**src/rtl/serial_adder_ctrl.sv**
```systemverilog
// serial_adder_ctrl: bit-serial adder controller.
// Drives one NAND-gate full-adder cell over WIDTH cycles, LSB first, with the
// carry recirculated through a flip-flop. Result and carry-out are published
// only on the completion edge and held until the next completion or reset.
// Optional feature macro: SERIAL_ADD_OVF_EN adds the signed-overflow output ovf.

// One-bit full adder built purely from two-input NAND gates.
module serial_add_fa_cell (
  input  logic a_i,
  input  logic b_i,
  input  logic c_i,
  output logic s_o,
  output logic co_o
);
  logic n1, n2, n3, x, n4, n5, n6;

  assign n1   = ~(a_i & b_i);
  assign n2   = ~(a_i & n1);
  assign n3   = ~(b_i & n1);
  assign x    = ~(n2 & n3);     // a ^ b
  assign n4   = ~(x & c_i);
  assign n5   = ~(x & n4);
  assign n6   = ~(c_i & n4);
  assign s_o  = ~(n5 & n6);     // a ^ b ^ c
  assign co_o = ~(n1 & n4);     // a&b | (a^b)&c
endmodule

module serial_adder_ctrl #(
  parameter int WIDTH = 8
) (
  input  logic             clk,
  input  logic             rst,
  input  logic             start,
  input  logic [WIDTH-1:0] a,
  input  logic [WIDTH-1:0] b,
  input  logic             cin,
  output logic             busy,
  output logic             done,
  output logic [WIDTH-1:0] sum,
  output logic             cout
`ifdef SERIAL_ADD_OVF_EN
  ,
  output logic             ovf
`endif
);

  localparam int CNT_W = $clog2(WIDTH + 1);
  localparam logic [CNT_W-1:0] LAST_BIT = CNT_W'(WIDTH - 1);

  typedef enum logic [1:0] {
    ST_IDLE,
    ST_RUN,
    ST_DONE
  } state_e;

  state_e           state_q, state_d;
  logic [CNT_W-1:0] cnt_q, cnt_d;
  logic [WIDTH-1:0] a_sh_q, a_sh_d;
  logic [WIDTH-1:0] b_sh_q, b_sh_d;
  logic             carry_q, carry_d;
  logic [WIDTH-1:0] acc_q, acc_d;
  logic [WIDTH-1:0] sum_q, sum_d;
  logic             cout_q, cout_d;
`ifdef SERIAL_ADD_OVF_EN
  logic             ovf_q, ovf_d;
`endif

  logic             fa_sum, fa_cout;
  logic [WIDTH-1:0] acc_shifted;

  // The shared full-adder slice always sees the current LSBs and carry.
  serial_add_fa_cell u_fa (
    .a_i  (a_sh_q[0]),
    .b_i  (b_sh_q[0]),
    .c_i  (carry_q),
    .s_o  (fa_sum),
    .co_o (fa_cout)
  );

  // Accumulator after absorbing this cycle's sum bit at the MSB end; written
  // as shifts so that WIDTH=1 needs no zero-width slice.
  assign acc_shifted = (acc_q >> 1) | (WIDTH'(fa_sum) << (WIDTH - 1));

  // Next-state and datapath control for the IDLE/RUN/DONE sequencer.
  always_comb begin
    // NOTE: every _d gets its hold value first so no path leaves it unassigned
    // (an unassigned path in always_comb would infer a latch).
    state_d = state_q;
    cnt_d   = cnt_q;
    a_sh_d  = a_sh_q;
    b_sh_d  = b_sh_q;
    carry_d = carry_q;
    acc_d   = acc_q;
    sum_d   = sum_q;
    cout_d  = cout_q;
`ifdef SERIAL_ADD_OVF_EN
    ovf_d   = ovf_q;
`endif

    unique case (state_q)
      ST_IDLE, ST_DONE: begin
        if (start) begin
          state_d = ST_RUN;
          a_sh_d  = a;
          b_sh_d  = b;
          carry_d = cin;
          cnt_d   = '0;
        end else begin
          state_d = ST_IDLE;
        end
      end

      ST_RUN: begin
        acc_d   = acc_shifted;
        a_sh_d  = a_sh_q >> 1;
        b_sh_d  = b_sh_q >> 1;
        carry_d = fa_cout;
        cnt_d   = cnt_q + CNT_W'(1);
        if (cnt_q == LAST_BIT) begin
          state_d = ST_DONE;
          sum_d   = acc_shifted;
          cout_d  = fa_cout;
`ifdef SERIAL_ADD_OVF_EN
          // While the last bit is processed, carry_q is the carry into the MSB.
          ovf_d   = carry_q ^ fa_cout;
`endif
        end
      end

      default: state_d = ST_IDLE;
    endcase
  end

  // State and datapath registers with synchronous reset.
  always_ff @(posedge clk) begin
    // NOTE: sequential state uses non-blocking assignment so every flop sees
    // the pre-edge values of the others, independent of statement order.
    if (rst) begin
      state_q <= ST_IDLE;
      cnt_q   <= '0;
      a_sh_q  <= '0;
      b_sh_q  <= '0;
      carry_q <= 1'b0;
      acc_q   <= '0;
      sum_q   <= '0;
      cout_q  <= 1'b0;
`ifdef SERIAL_ADD_OVF_EN
      ovf_q   <= 1'b0;
`endif
    end else begin
      state_q <= state_d;
      cnt_q   <= cnt_d;
      a_sh_q  <= a_sh_d;
      b_sh_q  <= b_sh_d;
      carry_q <= carry_d;
      acc_q   <= acc_d;
      sum_q   <= sum_d;
      cout_q  <= cout_d;
`ifdef SERIAL_ADD_OVF_EN
      ovf_q   <= ovf_d;
`endif
    end
  end

  assign busy = (state_q == ST_RUN);
  assign done = (state_q == ST_DONE);
  assign sum  = sum_q;
  assign cout = cout_q;
`ifdef SERIAL_ADD_OVF_EN
  assign ovf  = ovf_q;
`endif

endmodule

```
**config.mk**
```make
export PLATFORM = sky130hd
export DESIGN_NAME = serial_adder_ctrl
export DESIGN_NICKNAME = d
export VERILOG_FILES = /design/src/rtl/serial_adder_ctrl.sv
export SDC_FILE = /design/constraint.sdc
export NUM_CORES = 1
export LEC_CHECK = 0
export BUFFER_PORTS_ARGS = -buffer_cell sky130_fd_sc_hd__buf_2
export CORE_AREA = 2 2 79 81
export CTS_CLUSTER_DIAMETER = 40
export DETAILED_ROUTE_END_ITERATION = 12
export DIE_AREA = 0 0 81 83
export PLACE_DENSITY_LB_ADDON = 0.2
export SYNTH_ARGS = -nofsm -noshare
export SYNTH_HDL_FRONTEND = slang
export SYNTH_SLANG_ARGS = --single-unit
```
**constraint.sdc**
```tcl
create_clock -name clk -period 1.4 [get_ports clk]
set_input_delay 0.07 -clock clk [delete_from_list [all_inputs] [get_ports clk]]
set_output_delay 0.07 -clock clk [all_outputs]
set_load 0.005 [all_outputs]
```
# Yosys cells after proc, flatten, opt, wreduce, memory -nomap -nowiden
# Index checks and enable logic that the tools add are counted.
[totals]
reg_bits = 40
latchBits = 0
ram_bits = 0
romBits = 0
inputBits = 20
output_inout_bits = 11
elab_cells = 49
mem_count = 0
[op_classes]
addsub = 1
mul = 0
div = 0
order_cmp = 0
eq_ne = 5
shift = 0
n_mux = 11
n_bitwise = 19
n_reduce_logical = 5
[op_table]
columns = ["operator", "count"]
rows = [
  ["one-hot mux 8 bit (2 select lines)", 2],
  ["two-way mux 8 bit", 2],
  ["AND 1 bit", 9],
  ["inverter 1 bit", 9],
  ["bitwise OR 7 x 8 -> 8 bit", 1],
  ["one-hot mux 4 bit (2 select lines)", 1],
  ["adder 4 x 1 -> 4 bit, second input constant", 1],
  ["equality test 4 x 3 -> 1 bit, second input constant", 1],
  ["two-way mux 4 bit", 1],
  ["one-hot mux 2 bit (2 select lines)", 1],
  ["AND reduction 2 bit", 2],
  ["equality test 2 x 1 -> 1 bit, second input constant", 1],
  ["equality test 2 bit, second input constant", 1],
  ["logical NOT 2 bit", 1],
  ["two-way mux 1 bit", 2],
  ["two-way mux 2 bit", 1],
  ["inequality test 2 x 1 -> 1 bit, second input constant", 1],
  ["inequality test 2 bit, second input constant", 1],
  ["one-hot mux 1 bit (2 select lines)", 1],
  ["nonzero test 2 bit", 1],
  ["OR reduction 2 bit", 1],
]

# Logic depth before layout (Yosys ltp)
# Gate-level depths: netlist (run 1).
[logic_depth]
ltp_word = 13
ltp_mapped = 5
depth_no_buf = 4

# Modules after synthesis
# Synthesis (run 1) repeated with hierarchy kept, for this count alone.
[hier_totals]
hier_cells = 177
area_unflattened_um2 = 1706.6
[by_module_without_submodules]
columns = ["mod", "instances", "cells_per_inst", "area_per_inst_um2", "seq_area_each_um2"]
rows = [
  ["serial_adder_ctrl", 1, 176, 1686.6, 780.7],
  ["serial_add_fa_cell", 1, 1, 20.0, 0.0],
]

# Least setup slack after synthesis (run 1)
# OpenSTA, ideal clock, no wires.
[synth_timing]
kind = "register to register"
from = "reg cnt_q[0]"
to = "reg cout_q (netlist: cout)"
setup_time_ns = 0.072
t_arrival_ns = 1.127
required_ns = 1.328
path_slack_ns = 0.201
path_stages_with_launch = 5
path_buffers = 0
synth_period_minus_slack_ns = 1.199
path_cell_list = "dfxtp_1 > ha_1 > nand3b_1 > nor2_8 > mux2i_1"
[synth_via]
elab_chain_cells = 2
[synth_rtl]
columns = ["item", "line_no", "rtl"]
rows = [
  ["start: declaration", "57", "logic [CNT_W-1:0] cnt_q, cnt_d;"],
  ["start signal: assignment", "152", "cnt_q <= cnt_d;"],
  ["equality test 4 x 3 -> 1 bit", "119", "if (cnt_q == LAST_BIT) begin"],
  ["AND reduction 2 bit (no line)", "n/a", ""],
  ["end signal: assignment", "158", "cout_q <= cout_d;"],
  ["end: declaration", "63", "logic cout_q, cout_d;"],
]
# No other way between the ends.
# A chain may end at the register's enable or synchronous reset.

# Final worst setup path (run 1)
[layout_timing]
from = "reg state_q[1]"
to = "out busy"
[layout_via]
elab_chain_cells = 1
[layout_rtl]
columns = ["item", "line_no", "rtl"]
rows = [
  ["start: declaration", "56", "state_e state_q, state_d;"],
  ["start signal: assignment", "151", "state_q <= state_d;"],
  ["equality test 2 x 1 -> 1 bit", "165", "assign busy = (state_q == ST_RUN);"],
  ["end: declaration", "37", "output logic busy,"],
]
# No other way between the ends.

==> flow_summary.yaml, run 1 <==
pwr:
  powerDensity_nw_per_um2: 1080
  p_leak_nw: 0.779
  ir_drop_v: 0.000612
synthesis:
  synthFlopType: "dfxtp_1"
  synth_area_um2: 1700
  synth_edf_count: 0
  ys_types: 28
  syn_nets: 199
  async_flop_share_pct: 0
  ys_top_cells_by_count: "dfxtp_1, a21oi_1, nand2b_1"
  syn_inst: 177
  synthDominantCellAreaShare_pct: 46.0
  synth_seq_area_share_pct: 46.0
  synth_most_common_cell: "dfxtp_1"
  synth-seq-cells: 39
  avgSynthCellArea_um2: 9.59
  ys_top_cells_by_area: "dfxtp_1, a21oi_1, nand2b_1, a22oi_1, mux2i_1"
  ys_warn_count: 0
  yosysTopAreaCell: "dfxtp_1"
floorplanning:
  io_pins: 31
  die_w_um: 81
  fp-row-count: 28
  core_area_um2: 5820
  die_y_um: 83
  dieArea_um2: 6720
  initial_core_util_pct: 29.2
hold_path:
  hold_path_depth: 3
  min_path_type: "in -> reg"
worst_setup_path:
  critPathKind: "reg -> out"
  reg2regPathDepth: 5
  required_ns: 1.33
  crit_fanout: 11
  crit_arrival_ns: 1.25
  worstPathCellList: "nand2b_4 -> inv_6 -> buf_4 -> buf_2"
  slowest_stage: "dfxtp_1"
  slowest_delay_ns: 0.34
  cp-start-kind: "flop"
  crit_path_end_kind: "output port"
timing:
  final_hold_viol_count: 0
  slew_violations: 0
  fmax_mhz: 759
  tightestPinTransition_ns: 0.346
  setup_viol: 0
  fin_crit_sh_pct: 94.1
  relSlewSlack_pct: 76.9
  tns_ns: 0
  fin_crit_ns: 1.32
  fin_skew_ns: 0.00493
  setup_ws_ns: 0.0826
clock_network:
  cts_made_buffers: 5
  cts_tree: "done"
  clk_latency_ns: 0.29
  clkSinkCount: 39
  cts_root_buf: "clkbuf_8"
  htreeDepth: 2
  path_clk_slew_ns: 0.08
  clockBufferDepth: 2
  hold_buffers: 0
layout:
  antennaDiodeCount: 0
  final_nets: 234
  n_fill_cell: 649
  area_growth_pct: 19.5
  post_route_cells_drive_above_1_share_pct: 28.2
place:
  gp_congestion: 0.707
  place_ws_ns: 0.0381
  post-dp-hpwl_mm: 2.41
  io_buffers: 30
route:
  post_drt_wl_per_cell_um: 13.1
  vias: 1359
  avgViaCountPerCell: 4.72
  postRouteAntennaNets: 0
  drt_iter0_markers: 46
  routed_wl_mm: 3.79
  drc_errors: 0
  first_pass_iters: 4
global_routing:
  antenna_found_initial: 0
  grt_max_degree: 39
  first_global_vias: 1301
  grt_usage_pct: 11.2
  grt_first_pass_wirelength_mm: 5.99
  grt-ovfl-total: 0
outcome:
  status: "completed"
job:
  maxCapViolCount: 0
path summary, 6_finish.rpt:
kind / startpoint / endpoint / slack [ns]
worst max-delay path: state_q[1] / busy / 0.08
worst min-delay path: b[7] / b_sh_q[7] / 0.01
worst max register to register: cnt_q[1] / sum[5] / 0.10
worst min register to register: acc_q[1] / acc_q[1] / 0.46
metal layers:
layer,wire length (µm),vias up,global-route usage [%]
li1,-,687,-
met1,1830,634,14.5
met2,1760,31,17.8
met3,145,7,3.26
met4,46,0,3.70
met5,0,-,0
report_power, final:
group	total [mW]	internal, mW	switching [mW]
clock	0.740	0.341	0.399
combinational	0.272	0.120	0.153
sequential	1.18	1.15	0.0262
registers in the layout, summed over array words and instances, names as in the netlist:
register	cells
a_sh_q	8
acc_q	7
b_sh_q	8
carry_q	1
cnt_q	4
cout	1
state_q	2
sum	8
worst max-delay path: cells and delay by family, from the launching register on:
family                 cells  cell delay [ns]
AND/OR/NAND/NOR            1             0.24
flip-flops                 1             0.34
buffers and inverters      3             0.38
cells in the final DEF, fill, tap and decap left out, types with 2 or more instances in the layout:
cell type  instances
buf_4              9
buf_12             2
nand2b_1          20
nor2_1             2
dfxtp_1           37
buf_2             30
nand2_1           17
dfxtp_2            2
clkbuf_8           5
nand3_1           17
a22oi_1           15
mux2i_1            9
clkinv_2           3
a21oi_1           28
nand3_2            2
timing repair:
item,in CTS,in global routing
setup endpoints to repair,0,10
buffers inserted,0,1
gates resized for setup,0,3
layout make-up:
type | instances | area [µm²] | area share [%]
inverters | 1 | 8.76 | 0.432
repair buffers | 41 | 258 | 12.7
flip-flops and latches | 39 | 783 | 38.6
clock inverters | 3 | 15.0 | 0.740
multi-input cells | 124 | 802 | 39.5
well taps | 75 | 93.8 | 4.62
clock buffers | 5 | 68.8 | 3.39
cell families (layout without fill, tap and decap cells):
family,Yosys count,count (layout),synth area share (%)
buffers and inverters,15,50,7.44
muxes,11,11,6.85
DFF,39,39,46.0
and+or+nand+nor,66,67,22.2
adders and majority gates,2,2,1.92
AOI/OAI and AO/OA,44,44,15.6
metrics by stage:
stage               hold slack, ns  cell area (µm²)  cells  util (%)  total power [mW]
floorplan                    0.206             1700    177         -              1.40
global placement             0.317             1920    278      33.0              1.47
detailed placement           0.320             1920    278      33.0              1.47
CTS                        0.00693             2010    286      34.5              2.22
global route                0.0227             2030    288      34.9              2.30
finish                      0.0141             2030    288      34.9              2.19
Power figures use the tool's default switching activity.
==> run 2: changes to the inputs <==
--- a/config.mk
+++ b/config.mk
@@ -6,10 +6,10 @@
 export NUM_CORES = 1
 export LEC_CHECK = 0
 export BUFFER_PORTS_ARGS = -buffer_cell sky130_fd_sc_hd__buf_2
-export CORE_AREA = 2 2 79 81
+export CORE_AREA = 2 2 75 84
 export CTS_CLUSTER_DIAMETER = 40
 export DETAILED_ROUTE_END_ITERATION = 12
-export DIE_AREA = 0 0 81 83
+export DIE_AREA = 0 0 77 86
 export PLACE_DENSITY_LB_ADDON = 0.2
 export SYNTH_ARGS = -nofsm -noshare
 export SYNTH_HDL_FRONTEND = slang
==> flow_summary.yaml, run 2 (synthesis results as in run 1) <==
route:
  post_drt_wl_per_cell_um: 12.3
  avgViaCountPerCell: 4.59
  vias: 1344
  first_pass_iters: 4
  postRouteAntennaNets: 0
  routed_wl_mm: 3.61
  drt_iter0_markers: 29
  drc_errors: 0
global_routing:
  grt-ovfl-total: 0
  first_global_vias: 1257
  grt_usage_pct: 11.1
  grt_max_degree: 25
  grt_first_pass_wirelength_mm: 5.94
  antenna_found_initial: 0
layout:
  post_route_cells_drive_above_1_share_pct: 29.2
  n_fill_cell: 643
  final_nets: 237
  final_cell_mix: "dfxtp_1, buf_2, a21oi_1"
  area_growth_pct: 21.1
  layout_commonest_cell: "dfxtp_1"
  finish.instance_area_um2: 2060
  antennaDiodeCount: 0
timing:
  fmax_mhz: 742
  setup_ws_ns: 0.0522
  fin_crit_sh_pct: 96.3
  final_hold_viol_count: 0
  relSlewSlack_pct: 74.3
  tns_ns: 0
  fin_hold_ws_ns: 0.0163
  setup_viol: 0
  fin_crit_ns: 1.35
  rsz0062_at_grt: "true"
  slew_violations: 0
  tightestPinTransition_ns: 0.384
  fin_skew_ns: 0.00849
job:
  maxCapViolCount: 0
outcome:
  status: "completed"
floorplanning:
  die_y_um: 86
  die_w_um: 77
  dieArea_um2: 6620
  core_area_um2: 5730
  initial_core_util_pct: 29.6
  io_pins: 31
  fp-row-count: 29
pwr:
  p_total_mw: 2.17
  ir_drop_v: 0.000558
  powerDensity_nw_per_um2: 1060
  p_leak_nw: 0.783
place:
  post_dp_cell_area_um2: 1900
  gp_congestion: 0.668
  place_ws_ns: 0.0444
  post-dp-hpwl_mm: 2.32
  io_buffers: 30
worst_setup_path:
  critPathKind: "reg -> reg"
  crit_path_end_kind: "flop"
  cp-start-kind: "flop"
  crit_arrival_ns: 1.56
  required_ns: 1.61
  crit_fanout: 4
  rrSetupSlack_ns: 0.05
clock_network:
  cts_tree: "done"
  htreeDepth: 2
  hold_buffers: 0
  clockBufferDepth: 2
  cts_made_buffers: 5
  clk_latency_ns: 0.28
  clkSinkCount: 39
  cts_root_buf: "clkbuf_8"
  path_clk_slew_ns: 0.08
hold_path:
  min_path_type: "in -> reg"
run 2: path summary, 6_finish.rpt:
check,cells after the start,end,from
min reg2reg,2,acc_q[1],acc_q[1]
max reg2reg,4,cout,cnt_q[1]
max,4,cout,cnt_q[1]
min,3,b_sh_q[7],b[7]
run 2: metrics by stage:
stage | instances | util [%]
after global routing | 293 | 35.9
after CTS | 287 | 34.6
after floorplan | 177 | -
final | 293 | 35.9
after detailed placement | 279 | 33.2
after global placement | 279 | 33.2
run 2: report_power, final:
group / internal [mW] / switching (mW)
clock network: 0.350 / 0.374
registers: 1.15 / 0.0282
logic: 0.122 / 0.150
run 2: area by class of cell:
| class | instances | area, µm² | area share (%) |
|---|---|---|---|
| Timing Repair Buffer | 44 | 268 | 13.0 |
| Sequential cell | 39 | 788 | 38.3 |
| Tap cell | 77 | 96.3 | 4.68 |
| Inverter | 1 | 6.26 | 0.304 |
| Clock inverter | 1 | 5.00 | 0.243 |
| Multi-Input combinational cell | 124 | 817 | 39.7 |
| Clock buffer | 7 | 76.3 | 3.71 |
run 2: timing repair:
action | 4_1_cts | 5_1_grt
resized for setup | 0 | 7
buffers inserted | 0 | 5
setup endpoints to repair | 0 | 12
run 2: routing by layer:
| metal | track usage [%] | part of all wire [%] |
|---|---|---|
| met5 | 0 | 0 |
| met3 | 3.47 | 4.6 |
| met2 | 19.0 | 49 |
| met1 | 13.4 | 46 |
| met4 | 3.41 | 0.53 |
run 2: worst max-delay path, stage by stage, from the launching register on:
cell and delay (ns):
dfxtp_4 0.37, ha_4 0.14, nand3b_1 0.27, nor2_4 0.30, mux2i_1 0.19
